[config.mk]
export PLATFORM = sky130hd
export DESIGN_NAME = alu_arbiter_flat
export DESIGN_NICKNAME = d
export VERILOG_FILES = /design/src/rtl/alu_arbiter_if.sv /design/src/rtl/alu_arbiter.sv /design/src/flat_wrapper.sv
export SDC_FILE = /design/constraint.sdc
export NUM_CORES = 1
export LEC_CHECK = 0
export ABC_AREA = 1
export CAP_MARGIN = 15
export CORE_AREA = 2 2 185 187
export CTS_BUF_LIST = sky130_fd_sc_hd__clkbuf_4 sky130_fd_sc_hd__clkbuf_8
export DETAILED_ROUTE_END_ITERATION = 8
export DIE_AREA = 0 0 187 189
export PLACE_DENSITY = 0.65
export SYNTH_ARGS = -nofsm -noshare
export SYNTH_HDL_FRONTEND = slang
export SYNTH_SLANG_ARGS = --single-unit
[constraint.sdc]
create_clock -name clk -period 20 [get_ports clk]
set_clock_uncertainty 0.05 [all_clocks]
set_input_delay 5 -clock clk [delete_from_list [all_inputs] [get_ports clk]]
set_output_delay 5 -clock clk [all_outputs]
set_load 0.02 [all_outputs]
[src/rtl/alu_arbiter_if.sv]
// Bundle of the two requester channels, the shared-ALU drive/return and the response channel.
// Ports: req0_*/req1_* (valid, ready, op, rs1, rs2, imm), alu_* (op, rs1, rs2, imm, result),
//        rsp_* (valid, ready, id, data, err). slave = arbiter side, master = environment side.
interface alu_arbiter_if #(
    parameter int OP_W = 37
);
    logic            req0_valid;
    logic            req0_ready;
    logic [OP_W-1:0] req0_op;
    logic [31:0]     req0_rs1;
    logic [31:0]     req0_rs2;
    logic [31:0]     req0_imm;

    logic            req1_valid;
    logic            req1_ready;
    logic [OP_W-1:0] req1_op;
    logic [31:0]     req1_rs1;
    logic [31:0]     req1_rs2;
    logic [31:0]     req1_imm;

    logic [OP_W-1:0] alu_op;
    logic [31:0]     alu_rs1;
    logic [31:0]     alu_rs2;
    logic [31:0]     alu_imm;
    logic [31:0]     alu_result;

    logic            rsp_valid;
    logic            rsp_ready;
    logic            rsp_id;
    logic [31:0]     rsp_data;
    logic            rsp_err;

    modport slave (
        input  req0_valid, req0_op, req0_rs1, req0_rs2, req0_imm,
        input  req1_valid, req1_op, req1_rs1, req1_rs2, req1_imm,
        output req0_ready, req1_ready,
        output alu_op, alu_rs1, alu_rs2, alu_imm,
        input  alu_result,
        output rsp_valid, rsp_id, rsp_data, rsp_err,
        input  rsp_ready
    );

    modport master (
        output req0_valid, req0_op, req0_rs1, req0_rs2, req0_imm,
        output req1_valid, req1_op, req1_rs1, req1_rs2, req1_imm,
        input  req0_ready, req1_ready,
        input  alu_op, alu_rs1, alu_rs2, alu_imm,
        output alu_result,
        input  rsp_valid, rsp_id, rsp_data, rsp_err,
        output rsp_ready
    );
endinterface

[src/rtl/alu_arbiter.sv]
// Round-robin arbiter sharing one combinational ALU between two requesters, one op in flight.
// Latency: accept cycle -> one EXEC cycle -> response held in RESP; best-case initiation every 3 cycles.
// Ports: clk, rst (async active-high), bus (alu_arbiter_if.slave); readies drop while busy / response unread.
module alu_arbiter #(
    parameter int              OP_W     = 37,
    parameter logic [OP_W-1:0] OP_LEGAL = 37'h7FFFF
) (
    input  logic          clk,
    input  logic          rst,
    alu_arbiter_if.slave  bus
);
    typedef enum logic [1:0] {
        IDLE = 2'd0,
        EXEC = 2'd1,
        RESP = 2'd2
    } state_t;

    state_t          state;
    logic            rr_ptr;   // 1: req1 wins the next tie, 0: req0 wins
    logic            id_q;     // requester of the op in flight
    logic            err_q;    // op in flight is illegal

    logic [OP_W-1:0] alu_op_q;
    logic [31:0]     alu_rs1_q;
    logic [31:0]     alu_rs2_q;
    logic [31:0]     alu_imm_q;

    logic            rsp_valid_q;
    logic            rsp_id_q;
    logic [31:0]     rsp_data_q;
    logic            rsp_err_q;

    logic            grant1;
    logic            xfer;
    logic [OP_W-1:0] sel_op;
    logic [31:0]     sel_rs1;
    logic [31:0]     sel_rs2;
    logic [31:0]     sel_imm;
    logic            sel_legal;

    // Exactly one bit set, and that bit inside the supported mask.
    function automatic logic op_is_legal(input logic [OP_W-1:0] op);
        logic [OP_W-1:0] one;
        one = {{(OP_W-1){1'b0}}, 1'b1};
        return (op != '0) && ((op & (op - one)) == '0) && ((op & ~OP_LEGAL) == '0);
    endfunction

    // req1 wins when it is the only one asking, or when both ask and the pointer favours it.
    assign grant1 = bus.req1_valid && (!bus.req0_valid || rr_ptr);
    assign xfer   = (state == IDLE) && (bus.req0_valid || bus.req1_valid);

    assign bus.req0_ready = (state == IDLE) && bus.req0_valid && !grant1;
    assign bus.req1_ready = (state == IDLE) && grant1;

    assign sel_op    = grant1 ? bus.req1_op  : bus.req0_op;
    assign sel_rs1   = grant1 ? bus.req1_rs1 : bus.req0_rs1;
    assign sel_rs2   = grant1 ? bus.req1_rs2 : bus.req0_rs2;
    assign sel_imm   = grant1 ? bus.req1_imm : bus.req0_imm;
    assign sel_legal = op_is_legal(sel_op);

    always_ff @(posedge clk or posedge rst) begin
        if (rst) begin
            state       <= IDLE;
            rr_ptr      <= 1'b0;
            id_q        <= 1'b0;
            err_q       <= 1'b0;
            alu_op_q    <= '0;
            alu_rs1_q   <= '0;
            alu_rs2_q   <= '0;
            alu_imm_q   <= '0;
            rsp_valid_q <= 1'b0;
            rsp_id_q    <= 1'b0;
            rsp_data_q  <= '0;
            rsp_err_q   <= 1'b0;
        end else begin
            case (state)
                IDLE: begin
                    if (xfer) begin
                        // alu_op is loaded here so it is non-zero for exactly the EXEC cycle.
                        alu_op_q  <= sel_legal ? sel_op : '0;
                        alu_rs1_q <= sel_rs1;
                        alu_rs2_q <= sel_rs2;
                        alu_imm_q <= sel_imm;
                        err_q     <= !sel_legal;
                        id_q      <= grant1;
                        rr_ptr    <= !grant1;
                        state     <= EXEC;
                    end
                end
                EXEC: begin
                    rsp_data_q  <= err_q ? 32'd0 : bus.alu_result;
                    rsp_err_q   <= err_q;
                    rsp_id_q    <= id_q;
                    rsp_valid_q <= 1'b1;
                    alu_op_q    <= '0;
                    state       <= RESP;
                end
                RESP: begin
                    if (bus.rsp_ready) begin
                        rsp_valid_q <= 1'b0;
                        state       <= IDLE;
                    end
                end
                default: begin
                    state <= IDLE;
                end
            endcase
        end
    end

    assign bus.alu_op    = alu_op_q;
    assign bus.alu_rs1   = alu_rs1_q;
    assign bus.alu_rs2   = alu_rs2_q;
    assign bus.alu_imm   = alu_imm_q;
    assign bus.rsp_valid = rsp_valid_q;
    assign bus.rsp_id    = rsp_id_q;
    assign bus.rsp_data  = rsp_data_q;
    assign bus.rsp_err   = rsp_err_q;
endmodule
[src/flat_wrapper.sv]
// flat-port wrapper written by rule: the top's interface ports become plain ports
module alu_arbiter_flat 
#(
    parameter int              OP_W     = 37,
    parameter logic [OP_W-1:0] OP_LEGAL = 37'h7FFFF
)
  (clk, rst, bus_req0_valid, bus_req0_op, bus_req0_rs1, bus_req0_rs2, bus_req0_imm, bus_req1_valid, bus_req1_op, bus_req1_rs1, bus_req1_rs2, bus_req1_imm, bus_req0_ready, bus_req1_ready, bus_alu_op, bus_alu_rs1, bus_alu_rs2, bus_alu_imm, bus_alu_result, bus_rsp_valid, bus_rsp_id, bus_rsp_data, bus_rsp_err, bus_rsp_ready);
  alu_arbiter_if #(.OP_W(OP_W)) bus_i ();
  input  logic clk;
  input  logic rst;
  input wire logic [$bits(bus_i.req0_valid)-1:0] bus_req0_valid;
  input wire logic [$bits(bus_i.req0_op)-1:0] bus_req0_op;
  input wire logic [$bits(bus_i.req0_rs1)-1:0] bus_req0_rs1;
  input wire logic [$bits(bus_i.req0_rs2)-1:0] bus_req0_rs2;
  input wire logic [$bits(bus_i.req0_imm)-1:0] bus_req0_imm;
  input wire logic [$bits(bus_i.req1_valid)-1:0] bus_req1_valid;
  input wire logic [$bits(bus_i.req1_op)-1:0] bus_req1_op;
  input wire logic [$bits(bus_i.req1_rs1)-1:0] bus_req1_rs1;
  input wire logic [$bits(bus_i.req1_rs2)-1:0] bus_req1_rs2;
  input wire logic [$bits(bus_i.req1_imm)-1:0] bus_req1_imm;
  output wire logic [$bits(bus_i.req0_ready)-1:0] bus_req0_ready;
  output wire logic [$bits(bus_i.req1_ready)-1:0] bus_req1_ready;
  output wire logic [$bits(bus_i.alu_op)-1:0] bus_alu_op;
  output wire logic [$bits(bus_i.alu_rs1)-1:0] bus_alu_rs1;
  output wire logic [$bits(bus_i.alu_rs2)-1:0] bus_alu_rs2;
  output wire logic [$bits(bus_i.alu_imm)-1:0] bus_alu_imm;
  input wire logic [$bits(bus_i.alu_result)-1:0] bus_alu_result;
  output wire logic [$bits(bus_i.rsp_valid)-1:0] bus_rsp_valid;
  output wire logic [$bits(bus_i.rsp_id)-1:0] bus_rsp_id;
  output wire logic [$bits(bus_i.rsp_data)-1:0] bus_rsp_data;
  output wire logic [$bits(bus_i.rsp_err)-1:0] bus_rsp_err;
  input wire logic [$bits(bus_i.rsp_ready)-1:0] bus_rsp_ready;
  assign bus_i.req0_valid = bus_req0_valid;
  assign bus_i.req0_op = bus_req0_op;
  assign bus_i.req0_rs1 = bus_req0_rs1;
  assign bus_i.req0_rs2 = bus_req0_rs2;
  assign bus_i.req0_imm = bus_req0_imm;
  assign bus_i.req1_valid = bus_req1_valid;
  assign bus_i.req1_op = bus_req1_op;
  assign bus_i.req1_rs1 = bus_req1_rs1;
  assign bus_i.req1_rs2 = bus_req1_rs2;
  assign bus_i.req1_imm = bus_req1_imm;
  assign bus_req0_ready = bus_i.req0_ready;
  assign bus_req1_ready = bus_i.req1_ready;
  assign bus_alu_op = bus_i.alu_op;
  assign bus_alu_rs1 = bus_i.alu_rs1;
  assign bus_alu_rs2 = bus_i.alu_rs2;
  assign bus_alu_imm = bus_i.alu_imm;
  assign bus_i.alu_result = bus_alu_result;
  assign bus_rsp_valid = bus_i.rsp_valid;
  assign bus_rsp_id = bus_i.rsp_id;
  assign bus_rsp_data = bus_i.rsp_data;
  assign bus_rsp_err = bus_i.rsp_err;
  assign bus_i.rsp_ready = bus_rsp_ready;
  alu_arbiter #(.OP_W(OP_W), .OP_LEGAL(OP_LEGAL)) u_core (.clk(clk), .rst(rst), .bus(bus_i));
endmodule
-- After elaboration in Yosys (flattened, before gate mapping)
Index checks and enable logic that the tools add are counted.
- $add $sub $neg: 1
- eq/ne operators: 4
- muxes and demuxes: 13
- bitwise logic cells: 1
- reduce and logical (&&, ||, !) cells: 22
- operators by type and width (cell ; count):
    two-way mux 32 bit ; 4
    two-way mux 37 bit ; 3
    zero test 37 bit ; 2
    one-hot mux 37 bit (2 select lines) ; 1
    bitwise AND 37 bit ; 1
    nonzero test 37 bit ; 1
    subtractor 37 x 1 -> 37 bit (second input constant) ; 1
    AND reduction 2 bit ; 4
    logical AND 1 bit ; 7
    one-hot mux 2 bit (3 select lines) ; 1
    two-way mux 2 bit ; 2
    nonzero test 2 bit ; 2
    zero test 1 bit ; 3
    equality test 2 x 1 -> 1 bit (second input constant) ; 1
    equality test 2 bit (second input constant) ; 1
    zero test 2 bit ; 1
    logical OR 1 bit ; 2
    inequality test 2 x 1 -> 1 bit (second input constant) ; 1
    inequality test 2 bit (second input constant) ; 1
    one-hot mux 1 bit (2 select lines) ; 1
    two-way mux 1 bit ; 1
- register bits after elaboration: 173
- bits of input ports: 303
- output and inout bits: 170
- logic and storage cells: 53

-- Depth between registers and ports, before layout
Gate-level depths: netlist of run 1.
- depth after elaboration: 12
- depth in mapped cells: 22

-- Worst setup path after synthesis of run 1
No wires, ideal clock.
- path kind: input port to output port
- start point: in bus_req0_valid
- end point: out bus_req1_ready
- data arrival time: 6.484 ns
- data required time: 14.950 ns
- slack: 8.466 ns
- stages: 8
- cell sequence: nand2_2 > nand2_2 > buf_4 > buf_6 > buf_4 > clkbuf_1 > nor2_1 > clkbuf_1
- cells in the longest elaborated chain, start to end: 4
- RTL lines (what ; line ; source):
    start: declaration ; flat_wrapper.sv:11 ; input wire logic [$bits(bus_i.req0_valid)-1:0] bus_req0_valid;
    zero test 1 bit ; alu_arbiter.sv:49 ; assign grant1 = bus.req1_valid && (!bus.req0_valid || rr_ptr);
    logical OR 1 bit ; alu_arbiter.sv:49 ;
    logical AND 1 bit ; alu_arbiter.sv:49 ;
    logical AND 1 bit ; alu_arbiter.sv:53 ; assign bus.req1_ready = (state == IDLE) && grant1;
    end: declaration ; flat_wrapper.sv:22 ; output wire logic [$bits(bus_i.req1_ready)-1:0] bus_req1_ready;
No other way between the ends.

-- Final worst setup path of run 1
Same ends and word-level chain as after synthesis.

==> metrics.txt, run 1 <==
outcome=completed; clk_lat worst skew=0.48 ns; Setup Fix Bufs, Post-CTS=0; post-route insts no fill=2128; most frequent cell after synthesis=nand2_1; CP Cell Sequence=clkdlybuf4s50_1, nand2_2, nand2_2, nor2_4, clkdlybuf4s50_1; Pint=868 uW; Die W=187 um; TritonRoute pass-1 iters=7; combinational cell fraction of total power=50.7%; FP Rows=67; crit path DAT=7.53 ns; DRC=0; Buffers on Ports=472; DIE AREA=35300 um^2; GRT overflow=0; drt via density=4.42; largest area contributor in the netlist=dfrtp_1; unrepaired setup endpoints after global routing=false; largest net degree at the start of global routing=112; clock buffer depth=2; Worst Tran Pin Value=0.946 ns; Fmax=79.5 MHz; Post-synth ARST share=100%; # hold bufs at CTS=0; number of synthesized register bits=173; Synth Flop Type=dfrtp_1; Final #Nets=1971; drt wl/cell=16.5 um; Seq/Total Area, Yosys=49.2%; fin crit period=12.58 ns; startpoint types=input port; Post-DRT Antenna Nets=0; Sw Ratio=42.7%; peak supply drop=96.1 uV; via count=9408; Post-Route Utilization=42.9%; gp weighted congestion=0.912; dpl cell area=13900 um^2; Cell Pwr Density=106 nW/um^2; leak pwr=6.53 nW; TNS Setup=0 ns; clock sink count=173; CTS-repair resized insts=0; Detail Placement HPWL=26.3 mm; Layout area overhead=62.4%; max-cap viol count=0; final wirelength=35.1 mm; Yosys cell types=22; CTS buffer count=17; CP Buf/Inv Count=2; vias in the first global route=9437; Final Max Tran Viols=0; CTS tree=yes; YS warnings=0; Setup-failing EPs final=0; final number of hold-violating endpoints=0; Sw Pwr=646 uW; top post-synthesis cells by count=567 x nand2_1, 173 x dfrtp_1, 126 x nor2_1; share of layout cells above drive strength 1=3.51%; endpoint class of the critical path=primary output; clock share of power=15.7%; Finished Cell Area=14300 um^2; Synth area leaders=dfrtp_1 49%, nand2_1 24%, nand3_1 6.7%; Antenna diodes=0; sequential power share=33.7%; placed cells=2096; cell area after synthesis=8800 um^2; Die Y=189 um; # IOs=473; Net Count, Synth=1528; htree depth=4; clock root cell=clkbuf_8; Initial Util=26.4%; antenna violations before repair=2; clk slew on worst S/H paths=0.09 ns; GRT Util Overall=19.5%; WS Path Type=input port to primary output; HP Class=register to register; crit-path max cell delay=0.63 ns; Post-synth EDFFs=0; final period utilization=62.9%; Core ar.=33300 um^2; Max-slew headroom=37.0%; crit-path leading delay family=simple AND/OR/NAND/NOR gates; Cells after Synth=1225; first-pass GRT wire length=53.5 mm; Iteration-0 DRC Markers=530; Critical-path top delay cell=clkdlybuf4s50_1; top-area cell type share of the netlist area=49.2%; WP data required=14.95 ns; syn_area_per_cell=7.18 um^2; Worst Path Max Fanout=32
[layer usage]
layer | GRT usage [%] | share of wire, % | vias to the layer above
li1 | - | - | 4692
met3 | 6.88 | 8.0 | 26
met2 | 34.1 | 50 | 345
met1 | 22.8 | 41 | 4341
met5 | 0 | 0.066 | -
met4 | 4.98 | 1.4 | 4
[power groups by stage]
stage | clock network, mW | logic (mW) | registers [mW]
floorplan | 0 | 0.289 | 0.624
global placement | 0 | 0.765 | 0.512
detailed placement | 0 | 0.771 | 0.511
CTS | 0.249 | 0.773 | 0.510
global route | 0.259 | 0.837 | 0.521
finish | 0.237 | 0.767 | 0.510
[path summary, 6_finish.rpt]
path                                 startpoint                    end  slack, ns  depth (start not counted)
hold reg to reg            u_core.bus.alu_op[0]   u_core.bus.alu_op[0]       0.44                          2
hold / removal             u_core.bus.alu_op[0]   u_core.bus.alu_op[0]       0.44                          2
setup reg to reg                  u_core.rr_ptr           u_core.err_q      15.55                         17
max in group asynchronous                   rst  u_core.bus.alu_rs1[8]      13.48                          3
min in group asynchronous                   rst  u_core.bus.alu_rs1[5]       5.03                          2
setup / recovery                 bus_req0_valid         bus_req1_ready       7.42                          5
[worst register-to-register path: cells and delay by family, from the launching register on]
family          cells  cell delay [ns]
compound gates      1             0.14
simple gates       14             3.09
buf+inv             2             0.65
flops               1             0.37
[cell families (layout without fill, tap and decap cells)]
logic type	after synthesis	after routing	share of synthesized area (%)
buf+inv	141	596	6.76
simple gates	831	831	37.9
flops	173	173	49.2
compound gates	80	80	6.16
[state kept, by name (all words and copies together) (netlist names)]
signal,count
u_core.bus.alu_imm,32
u_core.bus.alu_op,37
u_core.bus.alu_rs1,32
u_core.bus.alu_rs2,32
u_core.bus.rsp_data,32
u_core.bus.rsp_err,1
u_core.bus.rsp_id,1
u_core.bus.rsp_valid,1
u_core.err_q,1
u_core.id_q,1
u_core.rr_ptr,1
u_core.state,2
[cell type report]
class | instances | area (um^2)
Fill cell | 3364 | 19000
Timing Repair Buffer | 483 | 4820
Sequential cell | 173 | 4330
Multi-Input combinational cell | 911 | 3900
Tap cell | 448 | 561
Inverter | 82 | 315
Clock buffer | 21 | 277
Clock inverter | 10 | 82.6
[stage by stage]
| step | power (mW) | worst slack (ns) | hold slack (ns) |
|---|---|---|---|
| finish | 1.51 | 7.42 | 0.437 |
| global route | 1.62 | 7.27 | 0.458 |
| CTS | 1.53 | 7.43 | 0.440 |
| detailed placement | 1.28 | 7.45 | 0.416 |
| global placement | 1.28 | 7.45 | 0.416 |
| floorplan | 0.913 | 8.47 | 0.438 |
[layout by cell type, fill, tap and decap left out, drive strengths merged]
| master | n |
|---|---|
| dfrtp | 173 |
| nand3 | 117 |
| nand2 | 569 |
| nor2 | 133 |
| o21bai | 3 |
| a21boi | 1 |
| clkinv | 6 |
| o21ai | 43 |
| a21oi | 1 |
| clkbuf | 21 |
| nor3 | 1 |
| a22o | 32 |
| buf | 11 |
| clkdlybuf4s50 | 472 |
| inv | 83 |
| nand3b | 11 |
| clkinvlp | 3 |
Note: power is estimated with default switching activity, not from simulation.
==> run 2: changes to the inputs <==
Clock period 20 ns to 12.2 ns, I/O delays scaled along.
==> run 2 against run 1 <==
Power grew 65%. Register-to-register slack lost 7.8 ns. Largest power group unchanged. Die area is the same. Largest cell class unchanged.
==> metrics.txt, run 2 (synthesis gave the netlist of run 1 again) <==
GRT Util Overall=19.6% (was 19.5%); max-cap viol count=0 (unchanged); startpoint types=input port (unchanged); final hold slack=0.441 ns (was 0.437 ns); Die W=187 um (unchanged); crit-path max cell delay=0.63 ns (about the same); Final #Nets=1971 (unchanged); peak supply drop=123 uV (was 96.1 uV); worst setup margin=3.64 ns (was 7.42 ns); dpl cell area=13900 um^2 (unchanged); R2R setup slack=7.77 ns (was 15.55 ns); endpoint class of the critical path=primary output (unchanged); drt via density=4.47 (was 4.42); crit path DAT=5.46 ns (was 7.53 ns); Final Max Tran Viols=0 (unchanged); Multi-input gate area=3900 um^2 (unchanged); Cell Pwr Density=175 nW/um^2 (was 106 nW/um^2); # IOs=473 (unchanged); Post-DRT Antenna Nets=0 (unchanged); antenna violations before repair=4 (was 2); Hold Startpoint=u_core.bus.alu_op[5] (was u_core.bus.alu_op[0]); Hold Path Sink=u_core.bus.alu_op[5] (was u_core.bus.alu_op[0]); final period utilization=70.1%; Setup Fix Bufs, Post-CTS=0 (unchanged); final wirelength=35.1 mm (about the same); Post-Route Utilization=43.0% (was 42.9%); fill cell count=3360 (was 3364); fin crit period=8.56 ns; Pint=1.42 mW (was 868 uW); HP Class=register to register (unchanged); sequential power share=33.5% (was 33.7%); leak pwr=6.54 nW (was 6.53 nW); WP data required=9.10 ns (was 14.95 ns); Worst Path Max Fanout=29 (was 32); htree depth=4 (unchanged); R2R depth=18 (was 17); DIE AREA=35300 um^2 (unchanged); via count=9530 (was 9408); commonest non-fill, non-tap cell in the layout=nand2_1 (unchanged); max FFs per register=37 (unchanged); most frequent cells in the layout=567 x nand2_1, 472 x clkdlybuf4s50_1, 173 x dfrtp_1, 123 x nor2_1, 117 x nand3_1 (unchanged); clk_lat worst skew=0.51 ns (was 0.48 ns); Initial Util=26.4% (unchanged); WS Path Type=input port to primary output (unchanged); final number of hold-violating endpoints=0 (unchanged); Fmax=117 MHz; clock sink count=173 (unchanged); TritonRoute pass-1 iters=6 (was 7); CP Buf/Inv Count=2 (unchanged); clock root cell=clkbuf_8 (unchanged); unrepaired setup endpoints after global routing=false (unchanged); Max-slew headroom=29.8% (was 37.0%); largest net degree at the start of global routing=97 (was 112); DRC=0 (unchanged); clock buffer depth=2 (unchanged); pre-CTS worst setup slack=3.64 ns (was 7.45 ns); Worst Tran Pin Value=1.05 ns (was 0.946 ns); Sw Ratio=43.4% (was 42.7%); vias in the first global route=9364 (was 9437); Buffers on Ports=472 (unchanged); Setup-failing EPs final=0 (unchanged); CTS buffer count=17 (unchanged); clock share of power=16.1% (was 15.7%); combinational cell fraction of total power=50.4% (was 50.7%); worst r2r dst=u_core.bus.alu_op[18] (was u_core.err_q); Hold Crit Depth=2 (unchanged); CTS tree=yes (unchanged); # hold bufs at CTS=0 (unchanged); GRT overflow=0 (unchanged); outcome=completed (unchanged); TNS Setup=0 ns (unchanged); Register Area=4330 um^2 (unchanged); Finished Cell Area=14300 um^2 (about the same); Iteration-0 DRC Markers=530 (unchanged); CTS-repair resized insts=0 (unchanged); gp weighted congestion=0.901 (was 0.912); Layout area overhead=62.8% (was 62.4%); Core ar.=33300 um^2 (unchanged); first-pass GRT wire length=53.9 mm (was 53.5 mm); Critical-path top delay cell=clkdlybuf4s50_1 (unchanged); FP Rows=67 (unchanged); Detail Placement HPWL=26.4 mm (was 26.3 mm); clk slew on worst S/H paths=0.10 ns (was 0.09 ns); drt wl/cell=16.4 um (was 16.5 um); crit-path leading delay family=buffers and inverters (was simple AND/OR/NAND/NOR gates); Sw Pwr=1.09 mW (was 646 uW); share of layout cells above drive strength 1=3.57% (was 3.51%); Die Y=189 um (unchanged); R2R Path Start=u_core.rr_ptr (unchanged); CP Cell Sequence=clkdlybuf4s50_1, nand2_2, nand2_2, nor2_4, clkdlybuf4s50_1 (unchanged)
run 2: changes by cell type in the layout (fill, tap and decap cells not counted), moves of 2 or more:
cell	before	now
diode_2	0	2
clkbuf_8	19	17
inv_6	2	7
clkbuf_4	2	0
clkinv_8	0	2
run 2: how the worst max path moves through the flow:
| stage | start | to | cells after the start |
|---|---|---|---|
| after floorplan | rst | u_core.bus.alu_imm[0] | 1 |
| after global placement | bus_req0_valid | bus_req1_ready | 5 |
| after detailed placement | bus_req0_valid | bus_req1_ready | 5 |
| after CTS | bus_req0_valid | bus_req1_ready | 5 |
| after global routing | bus_req0_valid | bus_req1_ready | 5 |
| final | bus_req0_valid | bus_req1_ready | 5 |
run 2: tightest hold or removal path, cell delays in order (launching register included):
cell and delay (ns):
dfrtp_1 0.36, nand2_1 0.06, nand2_1 0.05
run 2: final cells by class:
cell class,count,area share [%]
tap,448,3.91
antenna,2,0.0349
clock inverter,15,1.04
multi-input combinational,911,27.2
inverter,82,2.20
clock buffer,17,1.63
timing repair buffer,483,33.7
sequential,173,30.2
run 2: routing by layer:
layer / vias up / GRT usage [%] / share of wire [%]
li1: 4702 / - / -
met1: 4427 / 22.5 / 40
met2: 355 / 34.0 / 50
met3: 42 / 6.93 / 8.4
met4: 4 / 6.59 / 2.3
met5: - / 0 / 0.066
run 2: power by group through the flow:
stage / clock [mW] / sequential, mW / combinational, mW
CTS: 0.422 / 0.839 / 1.27
detailed placement: 0 / 0.840 / 1.27
global placement: 0 / 0.839 / 1.26
floorplan: 0 / 1.02 / 0.474
finish: 0.404 / 0.838 / 1.26
global route: 0.444 / 0.858 / 1.38
run 2: through the flow:
| stage | cells | power, mW |
|---|---|---|
| finish | 2131 | 2.51 |
| global route | 2131 | 2.68 |
| CTS | 2128 | 2.53 |
| detailed placement | 2096 | 2.11 |
| global placement | 2096 | 2.10 |
| floorplan | 1225 | 1.50 |
